$ cat config.mk
export PLATFORM = sky130hd
export DESIGN_NAME = kogge_pipe_addsub
export DESIGN_NICKNAME = d
export VERILOG_FILES = /design/src/rtl/kogge_pipe_addsub.sv
export SDC_FILE = /design/constraint.sdc
export NUM_CORES = 1
export LEC_CHECK = 0
export CAP_MARGIN = 10
export CORE_MARGIN = 5
export CORE_UTILIZATION = 25
export CTS_BUF_LIST = sky130_fd_sc_hd__clkbuf_8
export CTS_CLUSTER_SIZE = 24
export DETAILED_ROUTE_END_ITERATION = 7
export MAX_ROUTING_LAYER = met4
export PLACE_DENSITY = 0.38
export REMOVE_ABC_BUFFERS = 1
export SLEW_MARGIN = 30
export SYNTH_ARGS = -nofsm -noshare
export SYNTH_HDL_FRONTEND = slang
export SYNTH_SLANG_ARGS = --single-unit
$ cat constraint.sdc
create_clock -name clk -period 15.3 [get_ports clk]
set_input_delay 3.06 -clock clk [delete_from_list [all_inputs] [get_ports clk]]
set_output_delay 3.06 -clock clk [all_outputs]
set_load 0.01 [all_outputs]
$ cat src/rtl/kogge_pipe_addsub.sv
// Pipelined Kogge-Stone adder/subtractor with one register per prefix level.
// Valid/ready on both sides; the whole pipe freezes while the output is stalled.
module kogge_pipe_addsub #(
   parameter int N = 8
) (
   input  logic         clk,
   input  logic         rst,
   input  logic         in_valid,
   output logic         in_ready,
   input  logic [N-1:0] A,
   input  logic [N-1:0] B,
   input  logic         Cin,
   input  logic         Sub,
   output logic         out_valid,
   input  logic         out_ready,
   output logic [N:0]   Sum,
   output logic         Ovf
);
   localparam int L = $clog2(N);

   logic         stall;
   logic         adv;
   logic         acc;
   logic [N-1:0] bx;
   logic [N-1:0] g_in;
   logic [N-1:0] p_in;
   logic [N-1:0] gg [0:L];
   logic [N-1:0] pp [0:L-1];
   logic [N-1:0] gn [0:L-1];
   logic [N-1:0] pn [0:L-1];
   logic [N-1:0] pv [0:L];
   logic         am [0:L];
   logic         bm [0:L];
   logic         vv [0:L];
   logic [N:0]   sum_n;
   logic         ovf_n;

   assign stall    = out_valid && !out_ready;
   assign adv      = !stall;
   assign in_ready = !rst && !stall;
   assign acc      = in_valid && in_ready;
   assign bx       = Sub ? ~B : B;

   // Prefix vector is shifted up one place: position 0 is the carry-in as a pure generate,
   // so after the last level position i holds the carry into operand bit i.
   always_comb begin
      g_in    = '0;
      p_in    = '0;
      g_in[0] = Sub ? 1'b1 : Cin;
      for (int j = 1; j < N; j++) begin
         g_in[j] = A[j-1] & bx[j-1];
         p_in[j] = A[j-1] ^ bx[j-1];
      end
   end

   always_comb begin
      for (int k = 0; k < L; k++) begin
         gn[k] = gg[k];
         pn[k] = pp[k];
         for (int j = (1 << k); j < N; j++) begin
            gn[k][j] = gg[k][j] | (pp[k][j] & gg[k][j - (1 << k)]);
            pn[k][j] = pp[k][j] & pp[k][j - (1 << k)];
         end
      end
   end

   // Carry-out needs the top bit's own generate/propagate on top of the carry into it.
   always_comb begin
      sum_n[N-1:0] = pv[L] ^ gg[L];
      sum_n[N]     = (am[L] & bm[L]) | (pv[L][N-1] & gg[L][N-1]);
      ovf_n        = (am[L] == bm[L]) && (sum_n[N-1] != am[L]);
   end

   always_ff @(posedge clk) begin
      if (rst) begin
         for (int s = 0; s <= L; s++) begin
            vv[s] <= 1'b0;
         end
         out_valid <= 1'b0;
         Sum       <= '0;
         Ovf       <= 1'b0;
      end else if (adv) begin
         vv[0] <= acc;
         gg[0] <= g_in;
         pp[0] <= p_in;
         pv[0] <= A ^ bx;
         am[0] <= A[N-1];
         bm[0] <= bx[N-1];
         for (int k = 0; k < L; k++) begin
            vv[k+1] <= vv[k];
            gg[k+1] <= gn[k];
            pv[k+1] <= pv[k];
            am[k+1] <= am[k];
            bm[k+1] <= bm[k];
         end
         for (int k = 0; k < L - 1; k++) begin
            pp[k+1] <= pn[k];
         end
         out_valid <= vv[L];
         Sum       <= sum_n;
         Ovf       <= ovf_n;
      end
   end

endmodule

# Word-level counts from Yosys, hierarchy flattened
# Memories as Yosys holds them, arrays and structs flattened. A register that Yosys moved wholly into a read port is not among the register bits.
# Cells that the tools add are included.
[word_totals] n_memories=6 ram_bits=100 out_inout_bits=12 in_bits=22 wordCells=100 ff_bits=10
[mem_list] name="gg" depth=4 width=8 read_ports=4 rd_ports_with_merged_regs=0 write_ports=4 line="27" source="logic [N-1:0] gg [0:L];"
[mem_list] name="pv" depth=4 width=8 read_ports=4 rd_ports_with_merged_regs=0 write_ports=4 line="31" source="logic [N-1:0] pv [0:L];"
[mem_list] name="pp" depth=3 width=8 read_ports=3 rd_ports_with_merged_regs=0 write_ports=3 line="28" source="logic [N-1:0] pp [0:L-1];"
[mem_list] name="am" depth=4 width=1 read_ports=4 rd_ports_with_merged_regs=0 write_ports=4 line="32" source="logic am [0:L];"
[mem_list] name="bm" depth=4 width=1 read_ports=4 rd_ports_with_merged_regs=0 write_ports=4 line="33" source="logic bm [0:L];"
[mem_list] name="vv" depth=4 width=1 read_ports=4 rd_ports_with_merged_regs=1 write_ports=4 line="34" source="logic vv [0:L];"
[op_classes] muxes=11 bitwise_logic=71 n_reduce_logical=8 eq_ne=2
[ops] cell="$and 1x1->1" count=39
[ops] cell="$or 1x1->1" count=22
[ops] cell="$xor 8x8->8" count=2
[ops] cell="$mux 1" count=10
[ops] cell="$mux 8" count=1
[ops] cell="$not 8->8" count=1
[ops] cell="$xor 1x1->1" count=7
[ops] cell="$logic_and 1x1->1" count=4
[ops] cell="$logic_not 1->1" count=4
[ops] cell="$eq 1x1->1" count=1
[ops] cell="$ne 1x1->1" count=1

# Logic depth before layout (Yosys ltp)
[logic_depth] word_depth=6 depth_mapped=4

# Least setup slack after synthesis
# OpenSTA, ideal clock, no wires.
[synth_path] path_kind="input-to-output" startpoint="input port out_ready" endpoint="output port in_ready" required_time_ns=12.240 arrival_ns=6.908 cell_stages=4 path_slack_ns=5.332 cell_sequence="nor2b_4 > buf_6 > buf_8 > nor2_1"
[synth_via] elab_chain_len=4
[synth_rtl] item="start, declared" line="15" source="input logic out_ready,"
[synth_rtl] item="$logic_not 1->1" line="38" source="assign stall = out_valid && !out_ready;"
[synth_rtl] item="$logic_and 1x1->1" line="38"
[synth_rtl] item="$logic_not 1->1" line="40" source="assign in_ready = !rst && !stall;"
[synth_rtl] item="$logic_and 1x1->1" line="40"
[synth_rtl] item="end, declared" line="9" source="output logic in_ready,"
# No other way between the ends.

# Worst setup path in the final report
# Same ends and word-level chain as after synthesis.

==> results <==
- The growth of design area from synthesis to finish is 19.8%.
- The total count of max-transition violations in the final report is 0.
- The number of port buffers is 33.
- The post-layout worst setup margin is 7.41 ns.
- The sequential cell area fraction in the yosys report is 77.2%.
- For this run, the post-layout net count is 258.
- The worst hold path begins at pv[2][2].
- Power spread over the standard cell area amounts to 121 mW/mm^2.
- After floorplanning, the core was divided into 44 placement rows.
- The Yosys warning count is 0.
- The power consumption is 0.527 mW.
- The tightest min-delay check is of the reg2reg type.
- The worst max-slew margin expressed relative to the limit is 53.5%.
- The final layout contains routed wiring with a total length of 5230 um.
- After synthesis, the netlist uses 23 different library cells.
- The final sum of negative setup slack is 0 ns.
- The total DRC errors in the routed layout is 0.
- The first routing iteration left 114 violations.
- The pre-antenna-repair detailed-routing pass consisted of 4 iterations.
- After clock tree synthesis, the clock-pin slew on the worst setup and hold paths is 0.09 ns.
- The detail-routed via count per cell is 3.88.
- The depth of the worst register-to-register path is 3.
- The cell area that synthesis handed to floorplanning was 0.00363 mm^2.
- The clock tree skew after final layout is 0.0122 ns.
- The initial antenna violation count is 0.
- The detailed-route wire length per cell is 12.6 um.
- Among all flip-flop cells after synthesis, the most frequent one is edfxtp_1.
- Among all cell types in the netlist, the one instantiated most often is edfxtp_1.
- The via count of the first global-routing pass is 1756.
- The worst register-to-register path ends at pv[3][0].
- The worst-margin pin slew is 0.697 ns.
- The cell class contributing the biggest share of worst-path delay is buffers and inverters.
- The clock tree from TritonCTS is built.
- Setup repair after global routing left no endpoint under its margin.
- Counting flops with a built-in enable in the synthesized netlist gives 86.
- The beginning of the worst register-to-register path is out_valid.
- Timing would allow up to 0.127 GHz.
- In this run, synthesis produced a sequential element count of 97.
- The total number of vias is 1610.
- The number of antenna repair diodes is 0.
- On the critical path, the stage with the largest delay is an instance of clkdlybuf4s50_1.
- Timing analysis after detailed placement gives a worst setup slack of 7.41 ns.
- For the worst-skew pair, the clock arrives at the later sink with an insertion delay of 0.35 ns.
- The worst hold path passes through 0 cells.
- The starting density of the core is 25.3%.
- After synthesis, the most frequently instantiated cells are edfxtp_1, a21o_1, dfxtp_1.
- The count of endpoints failing hold in the final timing report came to 0.
- The remaining antenna violation count is 0.
- The number of buffers and inverters on the critical path is 2.
- The total routing resource utilization after global routing is 7.24%.
- The number of instances in the synthesized netlist is 188.
- Once detailed placement completed, the half-perimeter wirelength came to 3360 um.
- Counting along the longest clock path gives a buffer depth of 2.
- The number of hold buffers added after cts is 0.
- After the flow finishes, the layout carries non-filler instances totaling 415.
- The classification of the worst setup path is in2out.
- The die is 130 um tall.
- Dividing the final minimum period by the clock period gives 51.6%.
- The area of the core is 0.0144 mm^2.
- The clock drives 97 sinks.
- The fraction of registers with async set/reset is 0%.
- The category of the worst setup path capture point is an output pin.
- Gates resized during post-CTS repair numbered 0.
- The die width is 130 um.
- Entering global routing, the biggest net connects 82 pins.
- The fraction of layout cells with a size suffix above 1 is 10.8%.
- The data required time at the worst endpoint is 12.24 ns.
- The total grt overflow is 0.
- The worst voltage drop across the vdd grid is 0.0000367 V.
- The CTS buffer count is 9.
- The data arrival time of the critical path is 4.83 ns.
- The leakage power total is 1.53 nW.
- The type of element launching the critical path is an input port.
- The fraction of synthesized cell area taken by the top area cell type is 71.1%.
- The final setup violation count is 0.
- Walking the worst path, the cells encountered are clkdlybuf4s50_1, nor2b_4, nor2_4, clkdlybuf4s50_1.
- The flow ran to the end, and the final reports show no timing, DRC or antenna violations.
- In this design, the stage delay of the slowest critical-path cell is 0.61 ns.
- Yosys attributes the largest share of cell area to edfxtp_1, dfxtp_1, a21o_1.
- The area enclosed by the die boundary is 0.0170 mm^2.
- The number of primary I/O pins is 34.
- The library cell with the largest summed area after synthesis is edfxtp_1.
- In this run the cell area measured after placement is 0.00415 mm^2.
- In this run the clock root is driven by a clkbuf_8.
- The cell seen most often among critical-path stages is clkdlybuf4s50_1.
- The final weighted congestion in routability-driven placement is 0.646.
- In this run, placement finished with an instance count of 400.
- The first global-routing pass estimated 9130 um of wire.
- The worst hold path terminates at pv[3][2].
- In this run the worst path has a maximum fanout of 17.
- The number of levels in the clock H-tree is 3.
- The number of violations of the max-capacitance limit is 0.
- Across all register-to-register paths, the minimum setup slack is 13.36 ns.
- The post-route minimum period is 7.89 ns.
- Each instance of the synthesized netlist takes up on average 19.3 um^2.
- The final cell area excluding filler cells is 0.00435 mm^2.
- The number of post-CTS setup repair buffers is 0.
how the worst max path moves through the flow:
stage,startpoint,to,slack [ns],cells past startpoint
finish,out_ready,in_ready,7.41,4
floorplan,out_ready,in_ready,5.55,2
CTS,out_ready,in_ready,7.40,4
global route,out_ready,in_ready,7.28,4
detailed placement,out_ready,in_ready,7.41,4
global placement,out_ready,in_ready,7.44,4
sequential cells by signal, summed over array words and instances, names as in the netlist:
| signal | cells |
|---|---|
| out_valid | 1 |
| Ovf | 1 |
| pv | 32 |
| am | 4 |
| Sum | 9 |
| bm | 4 |
| pp | 10 |
| vv | 4 |
| gg | 32 |
kinds of logic (layout without fill, tap and decap cells):
family          count (synthesis)  count (layout)  share of synthesized area (%)
fa+ha+maj                       9               9                           3.10
simple gates                   29              29                           6.62
compound gates                 28              28                           6.79
buf+inv                         8              51                           1.96
flops                          97              97                           77.2
xor+xnor                       17              17                           4.31
per-layer routing:
layer	track usage (%)	vias to the layer above	part of all wire, %
met3	1.83	12	4.4
li1	-	798	-
met1	9.55	758	49
met5	-	-	0
met4	4.54	0	3.0
met2	9.91	42	44
metrics by stage:
stage	utilization, %	hold slack [ns]
CTS	30.2	0.414
global placement	28.8	0.402
floorplan	-	0.400
detailed placement	28.8	0.405
finish	30.3	0.412
global route	30.3	0.427
power breakdown:
part / total (mW) / internal, mW / switching (mW)
clock: 0.169 / 0.0893 / 0.0798
sequential: 0.321 / 0.312 / 0.00883
combinational: 0.0362 / 0.0200 / 0.0162
cells in the final DEF (no fill, tap or decap):
cell type / Yosys / routed
nand4bb_1: 10 / 10
o31ai_1: 4 / 4
dfxtp_1: 11 / 11
edfxtp_1: 86 / 86
xor2_1: 8 / 8
or2_2: 1 / 1
buf_6: 4 / 1
nor2_4: 0 / 1
xor2_2: 1 / 1
nor2_1: 2 / 1
o41ai_2: 1 / 1
ha_1: 9 / 9
or2b_1: 1 / 1
xnor2_1: 8 / 8
o21ba_2: 1 / 1
clkbuf_8: 0 / 9
nor3b_1: 4 / 4
clkinv_2: 0 / 1
clkdlybuf4s50_1: 0 / 33
bufinv_16: 0 / 2
buf_4: 0 / 1
clkinv_1: 0 / 1
o31ai_2: 5 / 5
a21o_1: 17 / 17
and2_1: 10 / 10
inv_1: 1 / 3
nor2b_4: 1 / 1
layout make-up:
class,instances,area (um^2)
Inverter,1,3.75
Sequential cell,97,2800
Clock buffer,9,124
Multi-Input combinational cell,83,763
Fill cell,1415,10000
Clock inverter,6,76.3
Timing Repair Buffer,35,349
Tap cell,184,230
Note: power is estimated with default switching activity, not from simulation.
